## config.mk

```make
export PLATFORM = sky130hd
export DESIGN_NAME = if_prefetch_buffer
export DESIGN_NICKNAME = d
export VERILOG_FILES = /design/src/rtl/if_prefetch_buffer.sv
export SDC_FILE = /design/constraint.sdc
export NUM_CORES = 1
export LEC_CHECK = 0
export BUFFER_PORTS_ARGS = -buffer_cell sky130_fd_sc_hd__buf_2
export CELL_PAD_IN_SITES_DETAIL_PLACEMENT = 1
export CELL_PAD_IN_SITES_GLOBAL_PLACEMENT = 2
export CORE_MARGIN = 2
export CORE_UTILIZATION = 44
export CTS_BUF_LIST = sky130_fd_sc_hd__clkbuf_2
export DETAILED_ROUTE_END_ITERATION = 10
export HOLD_SLACK_MARGIN = 0.1
export PLACE_DENSITY_LB_ADDON = 0.05
export SLEW_MARGIN = 40
export SYNTH_ARGS = -nofsm -noshare
export SYNTH_HDL_FRONTEND = slang
export SYNTH_SLANG_ARGS = --single-unit
```

## constraint.sdc

```tcl
create_clock -name clk -period 13.4 [get_ports clk]
set_input_delay 1.34 -clock clk [delete_from_list [all_inputs] [get_ports clk]]
set_output_delay 1.34 -clock clk [all_outputs]
set_load 0.01 [all_outputs]
```

## src/rtl/if_prefetch_buffer.sv

```systemverilog
// Instruction-fetch front end: pipelined req/gnt/rvalid fetch engine feeding a
// DEPTH-entry instruction/PC FIFO, with redirect flush and stale-response discard.
module if_prefetch_buffer #(
    parameter int unsigned           DATA_WIDTH      = 32,
    parameter int unsigned           ADDR_WIDTH      = 32,
    parameter int unsigned           DEPTH           = 4,
    parameter int unsigned           MAX_OUTSTANDING = 2,
    parameter logic [ADDR_WIDTH-1:0] BOOT_ADDR       = {ADDR_WIDTH{1'b0}}
) (
    input  logic                     clk,
    input  logic                     rst_n,
    output logic                     instr_req_o,
    output logic [ADDR_WIDTH-1:0]    instr_addr_o,
    input  logic                     instr_gnt_i,
    input  logic                     instr_rvalid_i,
    input  logic [DATA_WIDTH-1:0]    instr_rdata_i,
    input  logic                     brj_i,
    input  logic [ADDR_WIDTH-1:0]    brj_pc_i,
    input  logic                     stall_i,
    output logic                     d_valid_o,
    output logic [DATA_WIDTH-1:0]    d_instruction_o,
    output logic [ADDR_WIDTH-1:0]    d_pc_o,
    output logic [ADDR_WIDTH-1:0]    d_pc4_o,
    output logic                     flush_inst_o,
    output logic [$clog2(DEPTH):0]   level_o
);

    localparam int unsigned PTR_W = $clog2(DEPTH);
    localparam int unsigned CNT_W = $clog2(DEPTH) + 1;
    localparam int unsigned SUM_W = CNT_W + 1;

    localparam logic [CNT_W-1:0]      CNT_ONE   = CNT_W'(1'b1);
    localparam logic [CNT_W-1:0]      CNT_ZERO  = {CNT_W{1'b0}};
    localparam logic [CNT_W-1:0]      MAX_CNT   = CNT_W'(MAX_OUTSTANDING);
    localparam logic [SUM_W-1:0]      DEPTH_SUM = SUM_W'(DEPTH);
    localparam logic [PTR_W-1:0]      PTR_ONE   = PTR_W'(1'b1);
    localparam logic [PTR_W-1:0]      PTR_ZERO  = {PTR_W{1'b0}};
    localparam logic [ADDR_WIDTH-1:0] ADDR_STEP = ADDR_WIDTH'(3'b100);

    logic                  req_r;
    logic [ADDR_WIDTH-1:0] fetch_addr_r;
    logic [ADDR_WIDTH-1:0] ret_pc_r;
    logic [CNT_W-1:0]      outstanding_r;
    logic [CNT_W-1:0]      discard_r;
    logic [CNT_W-1:0]      level_r;
    logic [PTR_W-1:0]      wptr_r;
    logic [PTR_W-1:0]      rptr_r;
    logic [DATA_WIDTH-1:0] mem_data_r [DEPTH];
    logic [ADDR_WIDTH-1:0] mem_pc_r   [DEPTH];
    logic                  head_valid_r;
    logic [DATA_WIDTH-1:0] head_data_r;
    logic [ADDR_WIDTH-1:0] head_pc_r;
    logic [ADDR_WIDTH-1:0] head_pc4_r;
    logic                  flush_r;

    logic                  granted_s;
    logic                  drop_s;
    logic                  push_s;
    logic                  pop_s;
    logic                  req_nxt_s;
    logic [ADDR_WIDTH-1:0] fetch_addr_nxt_s;
    logic [ADDR_WIDTH-1:0] ret_pc_nxt_s;
    logic [CNT_W-1:0]      outstanding_nxt_s;
    logic [CNT_W-1:0]      discard_nxt_s;
    logic [CNT_W-1:0]      level_nxt_s;
    logic [PTR_W-1:0]      wptr_nxt_s;
    logic [PTR_W-1:0]      rptr_nxt_s;
    logic [DATA_WIDTH-1:0] head_data_nxt_s;
    logic [ADDR_WIDTH-1:0] head_pc_nxt_s;

    // Next-state computation for fetch engine, discard bookkeeping and FIFO.
    always_comb begin
        granted_s         = req_r & instr_gnt_i;
        drop_s            = instr_rvalid_i & (discard_r != CNT_ZERO);
        push_s            = instr_rvalid_i & ~drop_s & ~brj_i;
        pop_s             = (level_r != CNT_ZERO) & ~stall_i & ~brj_i;
        outstanding_nxt_s = outstanding_r;
        fetch_addr_nxt_s  = fetch_addr_r;
        ret_pc_nxt_s      = ret_pc_r;
        discard_nxt_s     = discard_r;
        level_nxt_s       = level_r;
        wptr_nxt_s        = wptr_r;
        rptr_nxt_s        = rptr_r;
        req_nxt_s         = 1'b0;
        head_data_nxt_s   = head_data_r;
        head_pc_nxt_s     = head_pc_r;

        case ({granted_s, instr_rvalid_i})
            2'b10:   outstanding_nxt_s = outstanding_r + CNT_ONE;
            2'b01:   outstanding_nxt_s = outstanding_r - CNT_ONE;
            default: outstanding_nxt_s = outstanding_r;
        endcase

        // Every response still in flight after a redirect belongs to the old path.
        if (brj_i) begin
            fetch_addr_nxt_s = brj_pc_i;
            ret_pc_nxt_s     = brj_pc_i;
            discard_nxt_s    = outstanding_nxt_s;
            level_nxt_s      = CNT_ZERO;
            wptr_nxt_s       = PTR_ZERO;
            rptr_nxt_s       = PTR_ZERO;
        end else begin
            if (granted_s) begin
                fetch_addr_nxt_s = fetch_addr_r + ADDR_STEP;
            end else begin
                fetch_addr_nxt_s = fetch_addr_r;
            end
            if (push_s) begin
                ret_pc_nxt_s = ret_pc_r + ADDR_STEP;
                wptr_nxt_s   = wptr_r + PTR_ONE;
            end else begin
                ret_pc_nxt_s = ret_pc_r;
                wptr_nxt_s   = wptr_r;
            end
            if (pop_s) begin
                rptr_nxt_s = rptr_r + PTR_ONE;
            end else begin
                rptr_nxt_s = rptr_r;
            end
            if (drop_s) begin
                discard_nxt_s = discard_r - CNT_ONE;
            end else begin
                discard_nxt_s = discard_r;
            end
            case ({push_s, pop_s})
                2'b10:   level_nxt_s = level_r + CNT_ONE;
                2'b01:   level_nxt_s = level_r - CNT_ONE;
                default: level_nxt_s = level_r;
            endcase
        end

        req_nxt_s = (outstanding_nxt_s < MAX_CNT) &&
                    (({1'b0, outstanding_nxt_s} + {1'b0, level_nxt_s}) < DEPTH_SUM);

        // A word pushed into a FIFO that empties this cycle becomes the head directly.
        if (push_s && (wptr_r == rptr_nxt_s)) begin
            head_data_nxt_s = instr_rdata_i;
            head_pc_nxt_s   = ret_pc_r;
        end else begin
            head_data_nxt_s = mem_data_r[rptr_nxt_s];
            head_pc_nxt_s   = mem_pc_r[rptr_nxt_s];
        end
    end

    // State and registered outputs, with synchronous active-high reset.
    always_ff @(posedge clk) begin
        if (rst_n) begin
            req_r         <= 1'b0;
            fetch_addr_r  <= BOOT_ADDR;
            ret_pc_r      <= BOOT_ADDR;
            outstanding_r <= CNT_ZERO;
            discard_r     <= CNT_ZERO;
            level_r       <= CNT_ZERO;
            wptr_r        <= PTR_ZERO;
            rptr_r        <= PTR_ZERO;
            head_valid_r  <= 1'b0;
            head_data_r   <= {DATA_WIDTH{1'b0}};
            head_pc_r     <= {ADDR_WIDTH{1'b0}};
            head_pc4_r    <= ADDR_STEP;
            flush_r       <= 1'b0;
            for (int i = 0; i < int'(DEPTH); i++) begin
                mem_data_r[i] <= {DATA_WIDTH{1'b0}};
                mem_pc_r[i]   <= {ADDR_WIDTH{1'b0}};
            end
        end else begin
            req_r         <= req_nxt_s;
            fetch_addr_r  <= fetch_addr_nxt_s;
            ret_pc_r      <= ret_pc_nxt_s;
            outstanding_r <= outstanding_nxt_s;
            discard_r     <= discard_nxt_s;
            level_r       <= level_nxt_s;
            wptr_r        <= wptr_nxt_s;
            rptr_r        <= rptr_nxt_s;
            head_valid_r  <= (level_nxt_s != CNT_ZERO);
            head_data_r   <= head_data_nxt_s;
            head_pc_r     <= head_pc_nxt_s;
            head_pc4_r    <= head_pc_nxt_s + ADDR_STEP;
            flush_r       <= brj_i;
            if (push_s) begin
                mem_data_r[wptr_r] <= instr_rdata_i;
                mem_pc_r[wptr_r]   <= ret_pc_r;
            end
        end
    end

    assign instr_req_o     = req_r;
    assign instr_addr_o    = fetch_addr_r;
    assign d_valid_o       = head_valid_r;
    assign d_instruction_o = head_data_r;
    assign d_pc_o          = head_pc_r;
    assign d_pc4_o         = head_pc4_r;
    assign flush_inst_o    = flush_r;
    assign level_o         = level_r;

endmodule

```

==> impl_metrics.ini <==
[worst_setup_path]
crit_type = reg -> reg
r2r_slack_ns = 8.65
worstPathCellList = nor3_2 -> o211ai_4 -> buf_4 -> nand2_4 -> buf_4 -> a221oi_1 -> o31a_1 -> inv_1 -> ha_1 -> nor3b_4 -> nand3_4 -> or4_1 -> mux2_1
arrival_ns = 5.72
cp_slowest_cell = or4_1
worst-path-max-fanout = 37
critPathMostFrequentCell = buf_4
r2r_cells = 13
critPathMaxStageDelay_ns = 0.57
cp_data_required_time_ns = 14.36
endpoint_kind = register
path_buf_inv = 3
crit_path_start_kind = register
worstSetupPathDepth = 13
crit_family = simple AND/OR/NAND/NOR gates

[synth]
yosysSeqAreaShare_pct = 60.5
yosysMostFrequentCell = edfxtp_1
synth-async-reset-ratio_pct = 0
synth_cell_type_count = 58
synthCells = 1625
ys_seq_elements = 430
synthTopCellsByCount = edfxtp_1 (256), nor2_1 (230), nand2_1 (184), dfxtp_1 (174), a21oi_1 (89)
ys.flop_type = edfxtp_1
avgSynthCellArea_um2 = 11.4
synth_fp_nets = 1706
syn-cell-area_um2 = 18500
yosysTopAreaCell = edfxtp_1
synth_edf_count = 256
synth_top_area_share_pct = 41.6
synth_area_leaders = edfxtp_1 (42%), dfxtp_1 (19%), mux4_2 (5.7%), nor2_1 (4.7%), nand2_1 (3.7%)
synth-warning-count = 0

[pwr]
pwr-share-seq_pct = 54.4
p_per_area_nw_per_um2 = 134
vdd_drop_max_mv = 0.0538
switching_power_uw = 830
p_leak_nw = 8.81
comb_power_share_pct = 12.9
internal-power_mw = 2.00
total_power_mw = 2.83
sw_frac_of_total_pct = 29.4
clockPowerShare_pct = 32.8

[sta]
finalCritPeriodShare_pct = 35.5
slew_headroom_pct = 44.6
setup_viol = 0
rsz0062_at_grt = no
hold_ws_ns = 0.462
max_freq_mhz = 210
skew_ns = 0.0721
min_period_ns = 4.75
hold_viol = 0
final-max-slew-violation-count = 0
tightest_slew_ns = 0.831
tns_ns = 0

[clock_network]
clk_pin_slew_worst_paths_ns = 0.11
cts_root_buf = clkbuf_2
clkSinkCount = 430
hold_buffers = 0
cts_tree = yes
cts_buffers = 111
clock_latency_ns = 1.08
cts_resized = 0
clock_path_buffers = 3
cts_setup_buffers = 0
cts.htree.levels = 3

[status]
outcome = finished clean

[grt]
gr-max-usage-layer = met2
overflow = 0
gr-usage-met3_pct = 4.70
grt_pass1_wl_mm = 80.8
use_met2_pct = 38.8
use_met1_pct = 32.9
antenna_found_initial = 6
grt_start_max_net_pins = 84
grt_pass1_vias = 14200
grt.total_usage_pct = 24.1

[drt]
drtIter0Drc = 728
finalWirelength_mm = 52.0
drc_errors = 0
drtAntennaViolNets = 0
via_count = 13300
drtPass1Iterations = 5
drt-vias-per-instance = 5.33
wl_per_cell_um = 20.8

[floorplan]
die_area_um2 = 43600
die_h_um = 209
core_um2 = 41700
start_util_pct = 44.3
top_level_ports = 204
die_x_um = 209
num_rows = 75

[layout]
fin_nets = 1946
syn_to_final_growth_pct = 14.0
drive_gt1_share_pct = 25.1

[min_path]
whs_path_depth = 2
hold_path_class = reg -> reg

[placed_design]
numPortBuffers = 203
hpwl_mm = 32.8
gp_congestion = 0.782

[run]
drv_cap = 0
[cell type report]
cell class,instances,area [µm²]
Fill cell,4672,20600
Sequential cell,430,11200
Multi-Input combinational cell,1016,6670
Timing Repair Buffer,224,1200
Clock buffer,184,921
Tap cell,539,674
Inverter,82,308
Clock inverter,20,108
Antenna cell,3,7.51
[worst paths after layout]
path                   startpoint               to
setup / recovery       level_o[1]      d_pc4_o[30]
hold / removal    instr_addr_o[0]  instr_addr_o[0]
setup reg to reg       level_o[1]      d_pc4_o[30]
hold reg to reg   instr_addr_o[0]  instr_addr_o[0]
[state kept, by name (all words and copies together), names as in the netlist, 2 cells and up]
| name | flops |
|---|---|
| d_pc4_o | 30 |
| discard_r | 3 |
| d_instruction_o | 32 |
| instr_addr_o | 32 |
| mem_pc_r | 128 |
| ret_pc_r | 32 |
| outstanding_r | 3 |
| rptr_r | 2 |
| d_pc_o | 32 |
| wptr_r | 2 |
| mem_data_r | 128 |
| level_o | 3 |
[power groups by stage]
stage	combinational (mW)	sequential, mW	clock [mW]
floorplan	0.218	1.57	0
global placement	0.357	1.56	0
detailed placement	0.366	1.57	0
CTS	0.368	1.54	0.959
global route	0.400	1.55	1.02
finish	0.364	1.54	0.926
[placed cells by master, fill, tap and decap left out, types with 26 or more instances in the layout]
cell type  synthesis  final
edfxtp_1         256    256
nor2_1           230    229
buf_2              6    202
clkbuf_2           0    184
nand2_1          184    183
dfxtp_1          174    174
a21oi_1           89     89
inv_1             82     81
and2_1            66     66
mux4_2            47     47
xor2_1            42     42
xnor2_1           38     38
and3_1            38     38
nand4_1           29     29
nand3_1           26     26
o21bai_1          28     26
[per-layer routing]
| layer | wire length, µm | part of all wire, % |
|---|---|---|
| met4 | 878 | 1.7 |
| met1 | 23700 | 46 |
| met2 | 24500 | 47 |
| met5 | 0 | 0 |
| met3 | 2870 | 5.5 |
[cell families after synthesis]
kind of cell	Yosys count	share of synthesized area [%]
buffers and inverters	179	3.84
multiplexers	71	7.09
flip-flops	430	60.5
AO/OA/AOI/OAI	185	6.61
adder cells (fa/ha/maj)	11	0.826
AND/OR/NAND/NOR	667	17.2
XOR/XNOR	82	4.00
[tightest hold or removal path: stages, from the launching register on]
cell and delay [ns]:
dfxtp_1 0.32, nand2_1 0.05, a21oi_1 0.05
[metrics by stage]
step	cells	utilization (%)	instance area [µm²]	setup WS (ns)
2_1_floorplan	1625	-	18500	7.55
3_3_place_gp	2291	48.0	20000	7.75
3_5_place_dp	2291	48.0	20000	7.65
4_1_cts	2495	50.5	21000	8.62
5_1_grt	2498	50.5	21100	8.29
6_report	2498	50.5	21100	8.65
Note: power is estimated with default switching activity, not from simulation.
